<file path="src/rtl/regbank_pkg.sv">
// Shared defaults, reset constants and dump-state encoding for the integer register bank.
package regbank_pkg;
  localparam int          DATA_W_DEF   = 32;
  localparam int          NUM_REGS_DEF = 32;
  localparam int unsigned RESET_X1     = 1;
  localparam int unsigned RESET_X29    = 252;

  typedef enum logic [0:0] {
    IDLE = 1'b0,
    SEND = 1'b1
  } dump_state_e;
endpackage

</file>
<file path="src/rtl/regbank_dump_fsm.sv">
// Sequential register dump: walks indices 0..NUM_REGS-1 over a valid/ready stream.
// Each beat is a snapshot captured on the previous handshake, so it stays stable while stalled.
module regbank_dump_fsm
  import regbank_pkg::*;
#(
  parameter int DATA_W   = DATA_W_DEF,
  parameter int NUM_REGS = NUM_REGS_DEF,
  parameter int ADDR_W   = $clog2(NUM_REGS)
) (
  input  logic              clk,
  input  logic              reset,
  input  logic              start,
  input  logic              ready,
  output logic              busy,
  output logic              valid,
  output logic              last,
  output logic [ADDR_W-1:0] idx,
  output logic [DATA_W-1:0] data,
  output logic [ADDR_W-1:0] rd_idx,
  input  logic [DATA_W-1:0] rd_data
);
  localparam logic [ADDR_W-1:0] LAST_IDX = ADDR_W'(NUM_REGS - 1);

  dump_state_e state;

  // Index of the register the next captured beat will present.
  always_comb begin
    rd_idx = '0;
    if (state == SEND) rd_idx = idx + 1'b1;
  end

  always_ff @(posedge clk) begin
    if (!reset) begin
      state <= IDLE;
      idx   <= '0;
      data  <= '0;
    end else begin
      case (state)
        IDLE: if (start) begin
          state <= SEND;
          idx   <= '0;
          data  <= rd_data;
        end
        SEND: if (ready) begin
          if (idx == LAST_IDX) begin
            state <= IDLE;
          end else begin
            idx  <= idx + 1'b1;
            data <= rd_data;
          end
        end
        default: state <= IDLE;
      endcase
    end
  end

  assign busy  = (state == SEND);
  assign valid = busy;
  assign last  = busy && (idx == LAST_IDX);
endmodule

</file>
<file path="src/rtl/register_bank.sv">
// Integer register file: NUM_RD registered read ports, one write port, optional bypass,
// hardwired x0, programmable reset values and a streamed debug dump.
module register_bank
  import regbank_pkg::*;
#(
  parameter int          DATA_W     = DATA_W_DEF,
  parameter int          NUM_REGS   = NUM_REGS_DEF,
  parameter int          ADDR_W     = $clog2(NUM_REGS),
  parameter int          NUM_RD     = 2,
  parameter int          BYPASS     = 1,
  parameter int          ZERO_REG   = 1,
  parameter int          INIT_IDX_A = 1,
  parameter int unsigned INIT_VAL_A = RESET_X1,
  parameter int          INIT_IDX_B = 29,
  parameter int unsigned INIT_VAL_B = RESET_X29
) (
  input  logic                     clk,
  input  logic                     reset,
  input  logic [NUM_RD-1:0]        rdEn,
  input  logic [NUM_RD*ADDR_W-1:0] rdAddr,
  output logic [NUM_RD*DATA_W-1:0] rdData,
  output logic [NUM_RD-1:0]        rdValid,
  input  logic                     wrEn,
  input  logic [ADDR_W-1:0]        wrAddr,
  input  logic [DATA_W-1:0]        wrData,
  input  logic                     dumpStart,
  output logic                     dumpBusy,
  output logic                     dumpValid,
  input  logic                     dumpReady,
  output logic [ADDR_W-1:0]        dumpIdx,
  output logic [DATA_W-1:0]        dumpData,
  output logic                     dumpLast
);
  logic [NUM_REGS-1:0][DATA_W-1:0] regs;

  // One lookup rule for every reader: x0 first, then same-cycle write bypass, then storage.
  function automatic logic [DATA_W-1:0] lookup(
    input logic [ADDR_W-1:0]                a,
    input logic [NUM_REGS-1:0][DATA_W-1:0] r,
    input logic                             we,
    input logic [ADDR_W-1:0]                wa,
    input logic [DATA_W-1:0]                wd
  );
    if (ZERO_REG != 0 && a == '0) return '0;
    if (BYPASS != 0 && we && wa == a) return wd;
    return r[a];
  endfunction

  always_ff @(posedge clk) begin
    if (!reset) begin
      for (int i = 0; i < NUM_REGS; i++) begin
        if (i == INIT_IDX_A)      regs[i] <= DATA_W'(INIT_VAL_A);
        else if (i == INIT_IDX_B) regs[i] <= DATA_W'(INIT_VAL_B);
        else                      regs[i] <= '0;
      end
    end else if (wrEn && !(ZERO_REG != 0 && wrAddr == '0)) begin
      regs[wrAddr] <= wrData;
    end
  end

  for (genvar p = 0; p < NUM_RD; p++) begin : g_rd
    logic [ADDR_W-1:0] a;
    logic [DATA_W-1:0] q;
    logic              v;

    assign a = rdAddr[p*ADDR_W +: ADDR_W];

    always_ff @(posedge clk) begin
      if (!reset) begin
        q <= '0;
        v <= 1'b0;
      end else begin
        v <= rdEn[p];
        if (rdEn[p]) q <= lookup(a, regs, wrEn, wrAddr, wrData);
      end
    end

    assign rdData[p*DATA_W +: DATA_W] = q;
    assign rdValid[p]                 = v;
  end

  logic [ADDR_W-1:0] dump_rd_idx;
  logic [DATA_W-1:0] dump_rd_data;

  assign dump_rd_data = lookup(dump_rd_idx, regs, wrEn, wrAddr, wrData);

  regbank_dump_fsm #(
    .DATA_W   (DATA_W),
    .NUM_REGS (NUM_REGS),
    .ADDR_W   (ADDR_W)
  ) u_dump (
    .clk     (clk),
    .reset   (reset),
    .start   (dumpStart),
    .ready   (dumpReady),
    .busy    (dumpBusy),
    .valid   (dumpValid),
    .last    (dumpLast),
    .idx     (dumpIdx),
    .data    (dumpData),
    .rd_idx  (dump_rd_idx),
    .rd_data (dump_rd_data)
  );
endmodule
</file>
<file path="config.mk">
export PLATFORM = sky130hd
export DESIGN_NAME = register_bank
export DESIGN_NICKNAME = d
export VERILOG_FILES = /design/src/rtl/regbank_pkg.sv /design/src/rtl/regbank_dump_fsm.sv /design/src/rtl/register_bank.sv
export SDC_FILE = /design/constraint.sdc
export NUM_CORES = 2
export LEC_CHECK = 0
export ABC_AREA = 1
export CAP_MARGIN = 20
export CORE_MARGIN = 2
export CORE_UTILIZATION = 31
export CTS_CLUSTER_SIZE = 10
export DETAILED_ROUTE_END_ITERATION = 12
export SLEW_MARGIN = 10
export SYNTH_ARGS = -nofsm -noshare
export SYNTH_HDL_FRONTEND = slang
export SYNTH_SLANG_ARGS = --single-unit
</file>
<file path="constraint.sdc">
create_clock -name clk -period 3.1 [get_ports clk]
set_clock_uncertainty 0.15 [all_clocks]
set_input_delay 0.62 -clock clk [delete_from_list [all_inputs] [get_ports clk]]
set_output_delay 0.62 -clock clk [all_outputs]
set_load 0.03 [all_outputs]
</file>
==> impl_results.md <==
* Status: finished, violations left
* Failing checks: setup timing
* Final instance area at 0.0782 sq mm
* Least-Margin Pin Slew at 873 ps
* Max Fclk at 321 MHz
* Vias in the first global route at 71,000
* Longest Clk Path Bufs at 3
* Syn Inst Count at 10,900
* Setup TNS at -23.3 ps
* Hold Vio Cnt, Final at 0
* Largest family of logic cells by synthesized area: simple AND/OR/NAND/NOR gates
* Worst setup SP type: flop
* Sequential share of power at 40.8%
* Power per cell area at 470 mW/mm^2
* Most frequent cells in the layout: nand2_1, nand3_1, a21oi_1
* Post-synthesis simple-gate area fraction at 31.1%
* Max stage delay on crit path at 800 ps
* Reg-to-Reg Start: u_dump.idx[0]$_SDFFE_PN0P_
* # IOs at 160
* Commonest non-fill, non-tap cell in the layout: nand2_1
* Slew Viols, Final at 0
* Grt total ovfl at 0
* Synthesized area per cell at 6.19 sq um
* Worst path slowest cell: clkdlybuf4s50_1
* XOR/XNOR Fraction of Synth Area at 0.0372%
* Mux contribution to synthesized area at 0%
* Top post-synthesis cells by area: dfxtp_1, nand2_1, nand3_1, a21oi_1, o21ai_0
* Critical Path RT at 2330 ps
* WS Path Type: flop to primary output
* Routed WL per cell at 25.6 um
* Antenna-violating nets left at 0
* Cell Chain, Critical Path: clkdlybuf4s50_1
* Sink Count at 1,128
* CTS tree: yes
* Crit path arrival time at 2350 ps
* Num rows at 171
* Synthesis-to-finish area growth at 16.0%
* DP HPWL at 209 mm
* CP Launch Point: g_rd[0].q[22]$_SDFFE_PN0P_
* LEAKAGE at 29.2 nW
* Initial antenna violation count at 21
* First-pass DRT Iterations at 8
* Fin crit share at 100%
* 1st-iter DRT viols at 12,600
* Leading area contributor after synthesis: dfxtp_1
* Number of fill cells at 23,200
* Logic pwr share at 16.8%
* TritonCTS Buffers at 137
* Register area share after synthesis at 33.5%
* Hold Path Class: input pin to flop
* Synth top area share at 33.5%
* Peak VDD IR at 0.520 mV
* Die area at 0.221 sq mm
* Syn_nets at 10,900
* Chip Height at 470 um
* Buf+Inv Stages, Crit Path at 1
* Core Region at 0.217 sq mm
* Maximum Capacitance Violations at 0
* Global Route Usage Sum at 29.9%
* Final WL at 345 mm
* Post-synthesis register bit count at 1,128
* Worst-Skew Late Latency at 850 ps
* Port buffer count at 159
* Die W at 470 um
* Hold path startpoint: dumpReady
* CP top delay family: buffers and inverters
* Synth Warn # at 0
* Mean number of vias per cell at 5.92
* Largest net degree at the start of global routing at 111
* RSZ-0062 raised after global routing: no
* Slew headroom at 41.8%
* Pwr Total at 36.7 mW
* Max Fanout on Critical Path at 2
* Via count at 79,700
* Clock network fraction of design power at 42.3%
* First-pass GRT wire length at 500 mm
* Tmin final at 3120 ps
* Placed inst area at 0.0741 sq mm
* Routability cong. at 0.960
* Nets at 10,600
* H-tree depth at 4
* Net switching power at 11.5 mW
* Switching share of power at 31.4%
* Layout cell share with drive strength beyond 1 at 6.79%
* Pint at 25.2 mW
* DRC viols at 0
* Clk pin slew, worst setup/hold paths at 60 ps
* Final setup fails at 3
* Count of different cell masters after synthesis at 35
* Final worst slack at -15.2 ps
* Synthesized area at 0.0674 sq mm
* Post-Synth Adder-Cell Area at 0.0372%
* Initial core utilization at 31.1%
* Critical Path End Type: primary output
* Synth Area in Compound Gates at 25.8%
* Root buffer cell: clkbuf_16
sequential cells by signal, summed over array words and instances, names as in the netlist:
| name | flops |
|---|---|
| g_rd.q | 64 |
| g_rd.v | 2 |
| u_dump.busy | 1 |
| u_dump.data | 32 |
| regs | 1024 |
| u_dump.idx | 5 |
kinds of logic (layout without fill, tap and decap cells):
group                    Yosys count  after routing
AO/OA/AOI/OAI                   3347           3347
XOR/XNOR                           2              2
adder cells (fa/ha/maj)            2              2
buffers and inverters           1552           1268
flip-flops                      1128           1128
other                              0              7
AND/OR/NAND/NOR                 4847           4847
area by class of cell:
class | count | area (sq um) | share of cell area [%]
timing repair buffer | 608 | 7580 | 9.70
inverter | 463 | 1790 | 2.29
antenna | 7 | 17.5 | 0.0224
sequential | 1128 | 22600 | 28.9
clock buffer | 179 | 3790 | 4.85
multi-input combinational | 8198 | 38600 | 49.3
clock inverter | 18 | 277 | 0.354
tap | 2854 | 3570 | 4.57
metrics by stage:
stage / worst slack, ps / cells / hold WS [ps] / util (%)
2_1_floorplan: 620 / 10900 / 257 / -
3_3_place_gp: 165 / 13300 / 264 / 34.2
3_5_place_dp: 163 / 13300 / 277 / 34.2
4_1_cts: 7.74 / 13400 / 237 / 36.1
5_1_grt: 4.32 / 13500 / 281 / 36.1
6_report: -15.2 / 13500 / 261 / 36.1
per-layer routing:
layer  vias to the layer above  GRT usage (%)  routed length [um]  part of all wire, %
met4                        24           17.7               23900                  6.9
met5                         -              0                 170                0.049
met1                     36600           38.2              130000                   38
met3                      1272           9.99               49700                   14
li1                      36200              -                   -                    -
met2                      5599           43.4              141000                   41
synthesized netlist by cell type:
library cell  count
nand3_1        1763
nand3_2           5
nor2_1          202
nand3_4           1
o21ai_1          24
a21oi_1        1707
xor2_2            1
clkinv_1         18
nor3_2            1
nor3b_2           1
buf_1            56
buf_6             1
dfxtp_1        1128
o211ai_1        240
nor2_4           14
buf_2           409
a21oi_2           1
a31oi_2           1
nand2_4           1
nand4_1           3
inv_1           430
nor3_1            9
xor2_1            1
clkbuf_2          6
inv_2            15
o21ai_0        1366
clkbuf_1        596
o22ai_1           8
nand2_1        2755
buf_4            21
nand3b_1         70
nor2_8            1
nor2_2           19
ha_1              2
nand2_2           2
final timing paths:
path	end	slack (ps)	depth (start not counted)
worst max-delay path	rdData[22]	-20	1
worst min-delay path	u_dump.busy$_SDFF_PN0_	260	2
worst max register to register	u_dump.data[5]$_SDFFE_PN0P_	130	14
worst min register to register	regs[30]$_SDFFE_PN0P_	290	2
power groups by stage:
stage | Sequential, mW | Clock (mW) | Combinational, mW
floorplan | 15.3 | 0 | 3.20
global placement | 15.3 | 0 | 5.88
detailed placement | 15.3 | 0 | 5.89
CTS | 15.0 | 15.6 | 5.91
global route | 15.0 | 16.2 | 6.43
finish | 15.0 | 15.5 | 6.17
timing repair:
action,CTS,global route
setup endpoints to repair,4,3
setup buffers,0,0
hold buffers,1,0
gates resized for setup,7,4
endpoints found under the hold margin,4,0
No activity file was read; power rests on OpenSTA's default activity.
